[src/rtl/mem_access_ctrl.sv]
// mem_access_ctrl
// Sequences MEM-stage loads and stores onto a valid/addr_ok/data_ok data bus.
// Captures the pipeline request, forms byte strobes and lane-replicated
// store data, holds the pipeline until the bus completes, and returns
// lane-extracted, sign/zero-extended load data.
//
// Ports:
//   clk, reset           clock, asynchronous active-high reset
//   req_*                memory request from the MEM stage
//   flush                kill the current MEM instruction
//   stall                freeze pipeline (combinational)
//   misalign             address exception (combinational)
//   resp_valid/rdata     one-cycle completion pulse with extended load data
//   bus_valid..wdata     registered bus request outputs
//   bus_addr_ok/data_ok  bus handshake inputs, bus_rdata raw read word
module mem_access_ctrl (
  input  logic        clk,
  input  logic        reset,
  input  logic        req_valid,
  input  logic        req_write,
  input  logic [1:0]  req_size,
  input  logic        req_signed,
  input  logic [31:0] req_addr,
  input  logic [31:0] req_wdata,
  input  logic        flush,
  output logic        stall,
  output logic        misalign,
  output logic        resp_valid,
  output logic [31:0] resp_rdata,
  output logic        bus_valid,
  output logic        bus_write,
  output logic [1:0]  bus_size,
  output logic [31:0] bus_addr,
  output logic [3:0]  bus_strobe,
  output logic [31:0] bus_wdata,
  input  logic        bus_addr_ok,
  input  logic        bus_data_ok,
  input  logic [31:0] bus_rdata
);

  typedef enum logic [1:0] {
    S_IDLE = 2'd0,
    S_REQ  = 2'd1,
    S_WAIT = 2'd2,
    S_DONE = 2'd3
  } state_t;

  state_t      state_reg, state_next;
  logic        kill_reg, kill_next;
  logic        start;

  logic        req_is_word, req_is_half, req_is_byte;
  logic [3:0]  form_strobe;
  logic [31:0] form_wdata;
  logic [1:0]  form_size;

  logic        bus_valid_reg;
  logic        bus_write_reg;
  logic [1:0]  bus_size_reg;
  logic [31:0] bus_addr_reg;
  logic [3:0]  bus_strobe_reg;
  logic [31:0] bus_wdata_reg;
  logic        signed_reg;
  logic        resp_valid_reg;
  logic [31:0] resp_rdata_reg;

  logic [31:0] rdata_shifted;
  logic [7:0]  byte_val;
  logic [15:0] half_val;
  logic [31:0] load_ext;

  // ---------------------------------------------------------------------------
  // Request decode
  // ---------------------------------------------------------------------------
  always_comb begin
    req_is_word = (req_size == 2'b00);
    req_is_half = (req_size == 2'b01);
    req_is_byte = req_size[1];
    misalign    = req_valid & ((req_is_word & (req_addr[1:0] != 2'b00)) |
                               (req_is_half & req_addr[0]));
    start       = (state_reg == S_IDLE) & req_valid & ~misalign & ~flush;
    form_size   = req_is_word ? 2'd2 : (req_is_half ? 2'd1 : 2'd0);
  end

  // Per-lane strobe and replicated data: each byte lane picks the request
  // byte that lands on it for the given size. Loads drive no strobes or data.
  for (genvar gi = 0; gi < 4; gi++) begin : g_lane
    localparam logic [1:0] LANE     = 2'(gi);
    localparam int         HALF_SRC = 8 * (gi % 2);

    assign form_strobe[gi] = req_write &
                             (req_is_word |
                              (req_is_half & (req_addr[1] == LANE[1])) |
                              (req_is_byte & (req_addr[1:0] == LANE)));

    assign form_wdata[8*gi +: 8] = ~req_write   ? 8'h00 :
                                   req_is_word  ? req_wdata[8*gi +: 8] :
                                   req_is_half  ? req_wdata[HALF_SRC +: 8] :
                                                  req_wdata[7:0];
  end

  // ---------------------------------------------------------------------------
  // FSM: state register
  // ---------------------------------------------------------------------------
  always_ff @(posedge clk or posedge reset) begin
    if (reset) begin
      state_reg <= S_IDLE;
      kill_reg  <= 1'b0;
    end else begin
      state_reg <= state_next;
      kill_reg  <= kill_next;
    end
  end

  // ---------------------------------------------------------------------------
  // FSM: next state
  // ---------------------------------------------------------------------------
  always_comb begin
    state_next = state_reg;
    case (state_reg)
      S_IDLE: if (start) state_next = S_REQ;
      // data_ok before the address is accepted is not a valid completion
      S_REQ:  if (bus_addr_ok) state_next = bus_data_ok ? S_DONE : S_WAIT;
      S_WAIT: if (bus_data_ok) state_next = S_DONE;
      S_DONE: state_next = S_IDLE;
      default: state_next = S_IDLE;
    endcase

    // A flushed instruction still finishes its bus transaction; kill only
    // suppresses the response and is dropped on the way back to IDLE.
    kill_next = kill_reg;
    if (((state_reg == S_REQ) || (state_reg == S_WAIT)) && flush)
      kill_next = 1'b1;
    else if (state_reg == S_DONE)
      kill_next = 1'b0;
  end

  // ---------------------------------------------------------------------------
  // FSM: combinational outputs
  // ---------------------------------------------------------------------------
  always_comb begin
    stall = (state_reg == S_REQ) | (state_reg == S_WAIT) | start;
  end

  // ---------------------------------------------------------------------------
  // Load data extraction from the latched address
  // ---------------------------------------------------------------------------
  always_comb begin
    rdata_shifted = bus_rdata >> {bus_addr_reg[1:0], 3'b000};
    byte_val      = rdata_shifted[7:0];
    half_val      = bus_addr_reg[1] ? bus_rdata[31:16] : bus_rdata[15:0];
    case (bus_size_reg)
      2'd2:    load_ext = bus_rdata;
      2'd1:    load_ext = {{16{signed_reg & half_val[15]}}, half_val};
      default: load_ext = {{24{signed_reg & byte_val[7]}}, byte_val};
    endcase
  end

  // ---------------------------------------------------------------------------
  // Registered bus and response outputs
  // ---------------------------------------------------------------------------
  always_ff @(posedge clk or posedge reset) begin
    if (reset) begin
      bus_valid_reg  <= 1'b0;
      bus_write_reg  <= 1'b0;
      bus_size_reg   <= 2'd0;
      bus_addr_reg   <= 32'd0;
      bus_strobe_reg <= 4'd0;
      bus_wdata_reg  <= 32'd0;
      signed_reg     <= 1'b0;
      resp_valid_reg <= 1'b0;
      resp_rdata_reg <= 32'd0;
    end else begin
      // bus_valid tracks REQ exactly, so it stays up until addr_ok
      bus_valid_reg <= (state_next == S_REQ);

      // Request fields only change on start, keeping them stable while
      // the bus request is outstanding.
      if (start) begin
        bus_write_reg  <= req_write;
        bus_size_reg   <= form_size;
        bus_addr_reg   <= req_addr;
        bus_strobe_reg <= form_strobe;
        bus_wdata_reg  <= form_wdata;
        signed_reg     <= req_signed & ~req_write;
      end

      // DONE is only entered on data_ok, so bus_rdata is valid here.
      if ((state_next == S_DONE) && !kill_next) begin
        resp_valid_reg <= 1'b1;
        resp_rdata_reg <= bus_write_reg ? 32'd0 : load_ext;
      end else begin
        resp_valid_reg <= 1'b0;
        resp_rdata_reg <= 32'd0;
      end
    end
  end

  assign bus_valid  = bus_valid_reg;
  assign bus_write  = bus_write_reg;
  assign bus_size   = bus_size_reg;
  assign bus_addr   = bus_addr_reg;
  assign bus_strobe = bus_strobe_reg;
  assign bus_wdata  = bus_wdata_reg;
  assign resp_valid = resp_valid_reg;
  assign resp_rdata = resp_rdata_reg;

endmodule

[config.mk]
export PLATFORM = sky130hd
export DESIGN_NAME = mem_access_ctrl
export DESIGN_NICKNAME = d
export VERILOG_FILES = /design/src/rtl/mem_access_ctrl.sv
export SDC_FILE = /design/constraint.sdc
export NUM_CORES = 1
export LEC_CHECK = 0
export ABC_AREA = 1
export CORE_MARGIN = 2
export CORE_UTILIZATION = 50
export CTS_CLUSTER_SIZE = 40
export DETAILED_ROUTE_END_ITERATION = 8
export DONT_BUFFER_PORTS = 1
export PLACE_DENSITY = 0.72
export RECOVER_POWER = 50
export SLEW_MARGIN = 20
export SYNTH_ARGS = -nofsm -noshare
export SYNTH_HDL_FRONTEND = slang
export SYNTH_SLANG_ARGS = --single-unit
[constraint.sdc]
create_clock -name clk -period 3.4 [get_ports clk]
set_clock_uncertainty 0.1 [all_clocks]
set_input_delay 0.51 -clock clk [delete_from_list [all_inputs] [get_ports clk]]
set_output_delay 0.51 -clock clk [all_outputs]
set_load 0.005 [all_outputs]
* Word-level counts from Yosys, hierarchy flattened *
Index checks and enable logic that the tools add are counted.

storage, ports and cells
  register bits = 109
  latch bits = 0
  memory bits (writable) = 0
  bits in read-only memories = 0
  input port bits = 106
  output and inout bits = 107
  memories = 0

cells by class
  $add $sub $neg = 0
  multipliers = 0
  divide/modulo/power cells = 0
  magnitude comparators = 0
  eq/ne operators = 11
  shift-type cells = 1
  mux-type cells = 22
  bitwise operators = 32
  reductions and logical operators = 8

operators by type and width
  operator                                                                number
  32-bit two-way mux                                                      2
  8-bit two-way mux                                                       8
  32-bit case mux with 2 select lines                                     1
  32-bit by 5-bit right shift with 8-bit output                           1
  1-bit AND                                                               19
  16-bit two-way mux                                                      1
  2-bit equality test (second input constant)                             6
  2-bit by 1-bit equality test with 1-bit output (second input constant)  5
  1-bit bitwise OR                                                        9
  2-bit two-way mux                                                       4
  2-bit case mux with 4 select lines                                      1
  2-bit zero test                                                         3
  1-bit two-way mux                                                       5
  1-bit inverter                                                          4
  1-bit logical AND                                                       2
  2-bit nonzero test                                                      1
  1-bit zero test                                                         1
  1-bit logical OR                                                        1

* Depth between registers and ports, before layout *
Gate-level depths: netlist of the first run.

  depth in word-level cells = 12
  depth in mapped cells = 11
  mapped depth without buffers = 10

* Worst setup path after synthesis of the first run *
Ideal clock, no wire load.

  path kind = register to output
  start = reg state_reg[0]
  end = out stall
  arrival time = 1253 ps
  required time = 2790 ps
  slack = 1537 ps
  cell stages (with the launch flop) = 8
  path buffers = 0
  cells stage by stage = dfrtp_1 > inv_1 > ha_1 > inv_1 > nor2_1 > nand2_4 > inv_4 > or2_2

between the ends
  longest elaborated chain between the ends = 5
  elaborated cells between the ends (all ways) = 8
  classes of those cells = 2 x eq/ne; 5 x bitwise; 1 x reduce/logical

RTL lines
  what                     line  RTL
  start, declared          48    state_t state_reg, state_next;
  start signal, assigned   110   state_reg <= state_next;
  2-bit zero test          81    start = (state_reg == S_IDLE) & req_valid & ~misalign & ~flush;
  1-bit AND (3 in series)  81
  1-bit bitwise OR (*)     142   stall = (state_reg == S_REQ) | (state_reg == S_WAIT) | start;
  end, declared            26    output logic stall,

Every way passes the cells marked *; elsewhere a longest branch is shown, timed or not.

* Final worst setup path of the first run *
Ends and elaborated chain as after synthesis.

==> metrics.md, run 1 <==
| Metric | Value |
|---|---|
| Register area share after synthesis | 0.509 |
| Final setup viols | 0 |
| Gr usage total | 0.232 |
| Syn Inst Count | 644 |
| Drt pass-1 iters | 4 |
| Post-Route WL | 13500 um |
| Antenna-violating nets left | 0 |
| CTS root buf | clkbuf_8 |
| Row count | 37 |
| CTS resizes | 0 |
| Cell Area, Synth | 5360 um^2 |
| Largest net degree at the start of global routing | 64 |
| Worst Path Required | 2.79 ns |
| Worst-path clk slew | 0.10 ns |
| Critical Path AT | 2.11 ns |
| Post-Syn Nets | 756 |
| Number of global-route vias before repair | 4080 |
| RSZ-0062 raised after global routing | false |
| CP max stage cell | dfrtp_1 |
| I/O pins | 213 |
| Synth top area cells | dfrtp_1 (51%), nand2_1 (16%), o21ai_0 (6.5%) |
| Flops & latches, synth | 109 |
| Crit end category | primary output |
| F_max | 367 MHz |
| Simple-gate share of the synthesized area | 0.263 |
| Top cells by count, synth | nand2_1 (234), dfrtp_1 (109), o21ai_0 (70) |
| Hold path cells | 1 |
| Vias per cell | 5.48 |
| Max Transition Viols Final | 0 |
| Mapped Avg Cell Area | 8.32 um^2 |
| Initial Util | 0.517 |
| Synth unique cells | 26 |
| Post-CTS Setup Inserts | 0 |
| Setup crit start kind | register |
| Area share of the largest cell type after synthesis | 0.509 |
| Port bufs | 0 |
| Final Cycle Share | 0.801 |
| Initial antenna violation count | 0 |
| R2r startpoint | state_reg[0]$_DFF_PP0_ |
| Cells along the critical path | inv_1 -> ha_1 -> inv_1 -> nor2_1 -> nand2_4 -> inv_4 -> or2_2 |
| CP Max Fanout | 35 |
| Critical path's largest stage delay | 0.45 ns |
| Critical path's most frequent cell | inv_1 |
| Yosys top cell by area | dfrtp_1 |
| Worst slew pin tran | 1.31 ns |
| R2R Path End | bus_wdata[28]$_DFFE_PP0P_ |
| Die ar. | 11600 um^2 |
| DRT iter0 DRCs | 263 |
| Tmin final | 2.72 ns |
| Post-DP HPWL | 10000 um |
| Fraction of the mapped netlist area in adder cells | 0.0140 |
| Post-synthesis compound-gate area fraction | 0.140 |
| Fillers | 977 |
| GR Overflow Total | 0 |
| Worst Hold Endpoint | bus_size[0]$_DFFE_PP0P_ |
| Synth Area in XOR/XNOR | 0 |
| Largest family of logic cells by synthesized area | simple AND/OR/NAND/NOR gates |
| First-pass GRT wire length | 20900 um |
| Multi-input gate area | 2230 um^2 |
| Hold crit path type | in -> reg |
| Sink Count | 109 |
| ANT cells | 0 |
| Leak | 2.72 nW |
| Die Span Y | 108 um |
| Worst VDD drop | 325 uV |
| RePlAce Congestion | 0.905 |
| Reg area | 2730 um^2 |
| Area Overhead vs Synth | 3.95% |
| Layout cells sized above 1 | 0.103 |
| Hold path startpoint | req_size[1] |
| Worst R2R Setup Slack | 0.92 ns |
| H-tree levels | 3 |
| Max_slew headroom | 0.127 |
| Chip width | 108 um |
| CTS tree | done |
| Power per Cell Area | 872 nW/um^2 |
| Final #Nets | 739 |
| Max Cap Viol | 0 |
| DR vias | 4212 |
| DRC violations left | 0 |
| DP Worst Slack | 0.922 ns |
| WL/cell | 17.5 um |
| Synth Flop Type | dfrtp_1 |
| Final WS setup | 0.676 ns |
| Critical path startpoint | state_reg[0]$_DFF_PP0_ |
| Hold Vio Cnt, Final | 0 |
| Final setup TNS | 0 ns |
| Reg2reg path depth | 8 |
| Hold_buf cts | 0 |
| Count leader, synth | nand2_1 |
| Clk_lat worst skew | 0.36 ns |
| Post-synthesis mux area share | 0 |
| Clk buf depth | 2 |
| Async set or reset register ratio after synthesis | 1.00 |
| Post-synth EDFFs | 0 |
| Status | complete, no violations |
| Warnings, synthesis | 0 |
| TritonCTS Buffers | 9 |
| Core area | 10400 um^2 |
| WS Path Type | reg -> out |
[how the worst max path moves through the flow]
stage	slack (ns)	end
2_1_floorplan	1.47	bus_addr[0]$_DFFE_PP0P_
3_3_place_gp	1.09	resp_rdata[21]$_DFF_PP0_
3_5_place_dp	0.92	bus_wdata[28]$_DFFE_PP0P_
4_1_cts	0.64	stall
5_1_grt	0.31	bus_wdata[14]$_DFFE_PP0P_
6_report	0.68	stall
[through the flow]
stage	power, mW	std cells	hold slack, ns	utilization	area, um^2
2_1_floorplan	3.75	644	0.372	-	5360
3_3_place_gp	4.06	750	0.395	0.519	5390
3_5_place_dp	4.15	750	0.399	0.519	5390
4_1_cts	4.88	766	0.113	0.536	5560
5_1_grt	5.26	768	0.120	0.537	5570
6_report	4.86	768	0.133	0.537	5570
[routing by layer]
metal | global-route usage | up-vias | share of wire | wire, um
met4 | 0.0925 | 0 | 0.024 | 318
met2 | 0.403 | 214 | 0.51 | 6820
met5 | 0 | - | 0 | 0
met1 | 0.257 | 1984 | 0.35 | 4770
met3 | 0.0872 | 25 | 0.12 | 1550
li1 | - | 1989 | - | -
[cell families after synthesis]
family	Yosys count
adder cells (fa/ha/maj)	6
AO/OA/AOI/OAI	145
AND/OR/NAND/NOR	299
buffers and inverters	85
flip-flops	109
[layout by cell type, fill, tap and decap left out, types with 2 or more instances in the layout]
master and n:
o21ai_0 70, nand2_1 235, nand2_4 4, clkinv_2 2
buf_4 6, clkinv_4 3, dfrtp_1 109, ha_1 6
inv_1 44, nand2_2 3, nand3_1 3, a21oi_1 62
o211ai_1 8, nor2_4 31, o21ai_1 3, clkbuf_1 2
clkbuf_8 9, nor2_1 20
[worst max-delay path: cells and delay by family (launching register included)]
kind	cells	cell delay, ns
simple gates	3	0.58
fa+ha+maj	1	0.19
flops	1	0.45
buf+inv	3	0.53
[final cells by class]
cell class                 count  share of cell area
multi-input combinational    450               0.401
clock buffer                  10              0.0229
inverter                      48              0.0330
sequential                   109               0.490
timing repair buffer           9              0.0142
tap                          136              0.0306
clock inverter                 6             0.00854
[power by group]
part           internal [mW]  leakage [nW]  switching (mW)  total, mW
Combinational          0.638          1.20            1.29       1.93
Sequential              1.73          1.43           0.463       2.20
Clock                  0.274        0.0921           0.456      0.730
No activity file was read; power rests on OpenSTA's default activity.
==> run 2, diff against run 1 <==
clock period = 2.4 ns   (was 3.4 ns; I/O delays follow)
==> metrics.md, run 2 (synthesis gave the netlist of run 1 again) <==
| Metric | Value |
|---|---|
| Cell family with most CP delay | simple AND/OR/NAND/NOR gates (unchanged) |
| Status | complete, no violations (unchanged) |
| Post-DP HPWL | 10100 um (was 10000 um) |
| Max_slew headroom | 0.0301 (was 0.127) |
| Area Overhead vs Synth | 10.7% (was 3.95%) |
| WS Path Type | reg -> out (unchanged) |
| Worst slew pin tran | 1.45 ns (was 1.31 ns) |
| Final Cycle Share | 0.926 |
| Most frequent cells in the layout | nand2_1 (235), dfrtp_1 (109), o21ai_0 (70) (unchanged) |
| DRC violations left | 0 (unchanged) |
| Crit end category | primary output (unchanged) |
| Die ar. | 11600 um^2 (unchanged) |
| Critical Path AT | 1.76 ns (was 2.11 ns) |
| Crit path depth | 7 (unchanged) |
| Clk_lat worst skew | 0.36 ns (about the same) |
| Chip width | 108 um (unchanged) |
| Critical path's largest stage delay | 0.43 ns (was 0.45 ns) |
| Clk buf depth | 2 (unchanged) |
| Final setup TNS | 0 ns (unchanged) |
| Initial Util | 0.517 (unchanged) |
| Final #Nets | 771 (was 739) |
| Sink Count | 109 (unchanged) |
| R2r startpoint | state_reg[0]$_DFF_PP0_ (unchanged) |
| DR vias | 4343 (was 4212) |
| Critical path startpoint | state_reg[0]$_DFF_PP0_ (unchanged) |
| Critical path's most frequent cell | inv_1 (unchanged) |
| Initial antenna violation count | 0 (unchanged) |
| Antenna-violating nets left | 0 (unchanged) |
| Worst Path Required | 1.94 ns (was 2.79 ns) |
| CTS tree | done (unchanged) |
| GR Overflow Total | 0 (unchanged) |
| Worst Setup EP | stall (unchanged) |
| Drt pass-1 iters | 4 (unchanged) |
| Hold Vio Cnt, Final | 0 (unchanged) |
| Gr usage total | 0.246 (was 0.232) |
| CP Max Fanout | 5 (was 35) |
| I/O pins | 213 (unchanged) |
| Reg2reg path depth | 8 (unchanged) |
| Largest net degree at the start of global routing | 110 (was 64) |
| RePlAce Congestion | 0.975 (was 0.905) |
| Total power | 7.12 mW (was 4.86 mW) |
| Row count | 37 (unchanged) |
| CTS resizes | 0 (unchanged) |
| Worst R2R Setup Slack | 0.26 ns (was 0.92 ns) |
| Vias per cell | 5.44 (was 5.48) |
| RSZ-0062 raised after global routing | false (unchanged) |
| Number of global-route vias before repair | 4318 (was 4080) |
| CTS root buf | clkbuf_8 (unchanged) |
| Commonest non-fill, non-tap cell in the layout | nand2_1 (unchanged) |
| DRT iter0 DRCs | 264 (was 263) |
| ANT cells | 0 (unchanged) |
| Critical path buffer and inverter count | 3 (unchanged) |
| Cells along the critical path | inv_1 -> ha_1 -> inv_1 -> nor2_1 -> nand2_4 -> inv_4 -> or2_2 (unchanged) |
| Layout cells sized above 1 | 0.103 (about the same) |
| F_max | 450 MHz |
| Port bufs | 0 (unchanged) |
| Worst-path clk slew | 0.10 ns (about the same) |
| Max Transition Viols Final | 0 (unchanged) |
| H-tree levels | 3 (unchanged) |
| Placed inst area | 5430 um^2 (was 5390 um^2) |
| WL/cell | 17.7 um (was 17.5 um) |
| Final setup viols | 0 (unchanged) |
| Max Cap Viol | 0 (unchanged) |
| Core area | 10400 um^2 (unchanged) |
| Worst VDD drop | 488 uV (was 325 uV) |
| Setup crit start kind | register (unchanged) |
| Util after Layout | 0.572 (was 0.537) |
| Hold crit path type | in -> reg (unchanged) |
| Leak | 2.88 nW (was 2.72 nW) |
| Final instance area | 5930 um^2 (was 5570 um^2) |
| Post-CTS Setup Inserts | 0 (unchanged) |
| R2R Path End | bus_addr[17]$_DFFE_PP0P_ (was bus_wdata[28]$_DFFE_PP0P_) |
| Tmin final | 2.22 ns |
| TritonCTS Buffers | 9 (unchanged) |
| Die Span Y | 108 um (unchanged) |
| Post-Route WL | 14200 um (was 13500 um) |
| Power per Cell Area | 1200 nW/um^2 (was 872 nW/um^2) |
| Hold slack | 0.0158 ns (was 0.133 ns) |
| CP max stage cell | dfrtp_1 (unchanged) |
| First-pass GRT wire length | 22000 um (was 20900 um) |
==> run 2: cell count changes in the layout (fill, tap and decap cells not counted), sizes merged <==
cell | previous run | this run
bufinv | 0 | 1
buf | 7 | 9
clkinv | 6 | 3
inv | 47 | 48
dlygate4sd3 | 1 | 31
==> run 2: repair_timing <==
item                                   in CTS  in global routing
setup endpoints to repair                   0                  0
endpoints found under the hold margin     136                  3
hold buffers                               28                  3
==> run 2: worst min path at each step <==
stage                            start                  endpoint  slack, ns  depth (start not counted)
after floorplan           req_addr[10]  bus_addr[10]$_DFFE_PP0P_       0.37                          2
after global placement           reset  resp_rdata[26]$_DFF_PP0_       0.34                          2
after detailed placement         reset  resp_rdata[27]$_DFF_PP0_       0.35                          2
after CTS                  req_addr[7]   bus_addr[7]$_DFFE_PP0P_    0.00009                          2
after global routing       req_size[0]   bus_size[0]$_DFFE_PP0P_       0.02                          2
final                      req_addr[7]   bus_addr[7]$_DFFE_PP0P_       0.02                          2
==> run 2: layout make-up <==
type,instances,area [um^2]
Fill cell,952,4440
Sequential cell,109,2730
Multi-Input combinational cell,450,2230
Timing Repair Buffer,41,410
Inverter,48,186
Tap cell,136,170
Clock buffer,10,138
Clock inverter,5,67.6
==> run 2: per-stage QoR <==
stage,setup slack [ns],instances
3_5_place_dp,0.293,753
3_3_place_gp,0.357,753
6_report,0.177,799
5_1_grt,0.0945,799
2_1_floorplan,0.625,644
4_1_cts,0.180,796
==> run 2: layer usage <==
metal / GRT usage / vias to the layer above / routed length [um]
li1: - / 2054 / -
met1: 0.275 / 2046 / 5140
met2: 0.419 / 223 / 7110
met3: 0.102 / 20 / 1610
met4: 0.0925 / 0 / 293
met5: 0 / - / 0
==> run 2: report_power, final <==
group	internal, mW	total [mW]	switching [mW]
combinational	0.968	2.90	1.93
clock	0.521	1.16	0.636
sequential	2.46	3.06	0.606
==> run 3, diff against run 2 <==
CORE_UTILIZATION = 40   (was 50)
DONT_BUFFER_PORTS = default   (was 1)
PLACE_DENSITY = 0.82   (was 0.72)
==> metrics.md, run 3 (synthesis gave the netlist of run 1 again) <==
| Metric | Value |
|---|---|
| Worst R2R Setup Slack | 0.23 ns (was 0.26 ns) |
| Worst VDD drop | 560 uV (was 488 uV) |
| CP Max Fanout | 3 (was 5) |
| Final setup viols | 0 (unchanged) |
| Sw Ratio | 0.390 (was 0.446) |
| Initial Util | 0.408 (was 0.517) |
| DRC violations left | 0 (unchanged) |
| Antenna-violating nets left | 0 (unchanged) |
| Crit path depth | 8 (was 7) |
| Final Cycle Share | 0.951 (was 0.926) |
| Critical Path AT | 1.82 ns (was 1.76 ns) |
| Worst slew pin tran | 1.49 ns (was 1.45 ns) |
| R2r startpoint | state_reg[0]$_DFF_PP0_ (unchanged) |
| DR vias | 4991 (was 4343) |
| Power per Cell Area | 1110 nW/um^2 (was 1200 nW/um^2) |
| RSZ-0062 raised after global routing | false (unchanged) |
| Largest net degree at the start of global routing | 110 (unchanged) |
| CTS root buf | clkbuf_16 (was clkbuf_8) |
| Commonest non-fill, non-tap cell in the layout | nand2_1 (unchanged) |
| Clk_lat worst skew | 0.36 ns (about the same) |
| F_max | 438 MHz (was 450 MHz) |
| Setup crit start kind | register (unchanged) |
| Layout cells sized above 1 | 0.0955 (was 0.103) |
| Clk buf depth | 2 (unchanged) |
| Crit end category | primary output (unchanged) |
| Worst Path Required | 1.94 ns (about the same) |
| Chip width | 120 um (was 108 um) |
| Hold crit path type | reg -> reg (was in -> reg) |
| WS Path Type | reg -> out (unchanged) |
| Post-DP HPWL | 11300 um (was 10100 um) |
| Number of global-route vias before repair | 4833 (was 4318) |
| Total power | 8.86 mW (was 7.12 mW) |
| Sink Count | 109 (unchanged) |
| DP Worst Slack | 0.0203 ns (was 0.293 ns) |
| Logic pwr share | 0.506 (was 0.407) |
| ANT cells | 0 (unchanged) |
| Critical path buffer and inverter count | 4 (was 3) |
| Tmin final | 2.28 ns (was 2.22 ns) |
| Final Instance Count excl. Fillers | 1035 (was 799) |
| Vias per cell | 4.82 (was 5.44) |
| Critical path startpoint | state_reg[0]$_DFF_PP0_ (unchanged) |
| Share of power burned in registers | 0.320 (was 0.430) |
| GR Overflow Total | 0 (unchanged) |
| Max_slew headroom | 0.00908 (was 0.0301) |
| Hold slack | 0.377 ns (was 0.0158 ns) |
| Drt pass-1 iters | 4 (unchanged) |
| Die ar. | 14300 um^2 (was 11600 um^2) |
| Worst Setup EP | stall (unchanged) |
| NetSw | 3.45 mW (was 3.17 mW) |
| Max Transition Viols Final | 0 (unchanged) |
| Gr usage total | 0.222 (was 0.246) |
| Initial antenna violation count | 0 (unchanged) |
| CP max stage cell | dfrtp_1 (unchanged) |
| Leak | 3.80 nW (was 2.88 nW) |
| Final #Nets | 967 (was 771) |
| Area Overhead vs Synth | 49.6% (was 10.7%) |
| Int Power | 5.41 mW (was 3.94 mW) |
| Placed cell count | 1017 (was 753) |
| DRT iter0 DRCs | 416 (was 264) |
| TritonCTS Buffers | 9 (unchanged) |
| Clock power share | 0.174 (was 0.163) |
| Cells along the critical path | inv_1 -> ha_1 -> inv_2 -> nor2_1 -> nand2_4 -> inv_4 -> or2_2 -> dlygate4sd2_1 (was inv_1 -> ha_1 -> inv_1 -> nor2_1 -> nand2_4 -> inv_4 -> or2_2) |
| Hold Vio Cnt, Final | 0 (unchanged) |
| RePlAce Congestion | 0.890 (was 0.975) |
| Most frequent cells in the layout | nand2_1 (235), clkdlybuf4s50_1 (162), dfrtp_1 (109) (was nand2_1 (235), dfrtp_1 (109), o21ai_0 (70)) |
| Cell family with most CP delay | buffers and inverters (was simple AND/OR/NAND/NOR gates) |
| Post-Route WL | 15600 um (was 14200 um) |
| Critical path's largest stage delay | 0.38 ns (was 0.43 ns) |
| Max Cap Viol | 0 (unchanged) |
| Die Span Y | 120 um (was 108 um) |
| Reg2reg path depth | 9 (was 8) |
| Core area | 13100 um^2 (was 10400 um^2) |
| I/O pins | 213 (unchanged) |
| CTS tree | done (unchanged) |
| Port bufs | 212 (was 0) |
| Final setup TNS | 0 ns (unchanged) |
| H-tree levels | 3 (unchanged) |
| R2R Path End | bus_addr[9]$_DFFE_PP0P_ (was bus_addr[17]$_DFFE_PP0P_) |
| Final WS setup | 0.118 ns (was 0.177 ns) |
| Worst-path clk slew | 0.07 ns (was 0.10 ns) |
| Row count | 42 (was 37) |
| Status | complete, no violations (unchanged) |
| First-pass GRT wire length | 24700 um (was 22000 um) |
| WL/cell | 15.1 um (was 17.7 um) |
==> run 3: layer usage <==
| metal | vias to the layer above | share of wire | wire length (um) | global-route usage |
|---|---|---|---|---|
| li1 | 2447 | - | - | - |
| met1 | 2298 | 0.41 | 6410 | 0.281 |
| met2 | 222 | 0.47 | 7400 | 0.354 |
| met3 | 24 | 0.096 | 1500 | 0.0727 |
| met4 | 0 | 0.022 | 341 | 0.0853 |
| met5 | - | 0 | 0 | 0 |
==> run 3: worst min-delay path by stage <==
stage | startpoint | endpoint | depth (start not counted)
2_1_floorplan | req_addr[10] | bus_addr[10]$_DFFE_PP0P_ | 2
3_3_place_gp | bus_addr[13]$_DFFE_PP0P_ | bus_addr[13]$_DFFE_PP0P_ | 2
3_5_place_dp | bus_addr[11]$_DFFE_PP0P_ | bus_addr[11]$_DFFE_PP0P_ | 2
4_1_cts | bus_addr[11]$_DFFE_PP0P_ | bus_addr[11]$_DFFE_PP0P_ | 2
5_1_grt | bus_addr[6]$_DFFE_PP0P_ | bus_addr[6]$_DFFE_PP0P_ | 2
6_report | bus_addr[16]$_DFFE_PP0P_ | bus_addr[16]$_DFFE_PP0P_ | 2
==> run 3: repair_timing <==
action / in CTS / in global routing
hold buffers: 0 / 0
buffers inserted: 3 / 0
setup endpoints to repair: 1 / 0
resized for setup: 3 / 0
==> run 3: worst register-to-register path: stages, from the launching register on <==
cell and delay, ns:
dfrtp_1 0.38, inv_1 0.09, ha_1 0.23, inv_2 0.07
nor2_1 0.06, nand2_4 0.08, clkbuf_1 0.19, buf_4 0.62
nand2_1 0.20, nand2_1 0.11
==> run 3: per-stage QoR <==
step | instance area (um^2) | util
3_3_place_gp | 7720 | 0.588
4_1_cts | 8040 | 0.612
3_5_place_dp | 7720 | 0.588
6_report | 8010 | 0.610
5_1_grt | 8010 | 0.610
2_1_floorplan | 5360 | -
==> run 3: final cells by class <==
class	count	area [um^2]
Clock buffer	10	239
Inverter	48	186
Clock inverter	5	60.1
Multi-Input combinational cell	450	2230
Timing Repair Buffer	237	2350
Sequential cell	109	2730
Tap cell	176	220
Fill cell	1147	5120
==> run 3: power by group through the flow <==
stage / Sequential (mW) / Combinational [mW] / Clock, mW
final: 2.84 / 4.48 / 1.54
after floorplan: 2.87 / 2.44 / 0
after detailed placement: 2.87 / 4.56 / 0
after global routing: 2.91 / 4.96 / 1.64
after CTS: 2.85 / 4.62 / 1.56
after global placement: 2.86 / 4.47 / 0
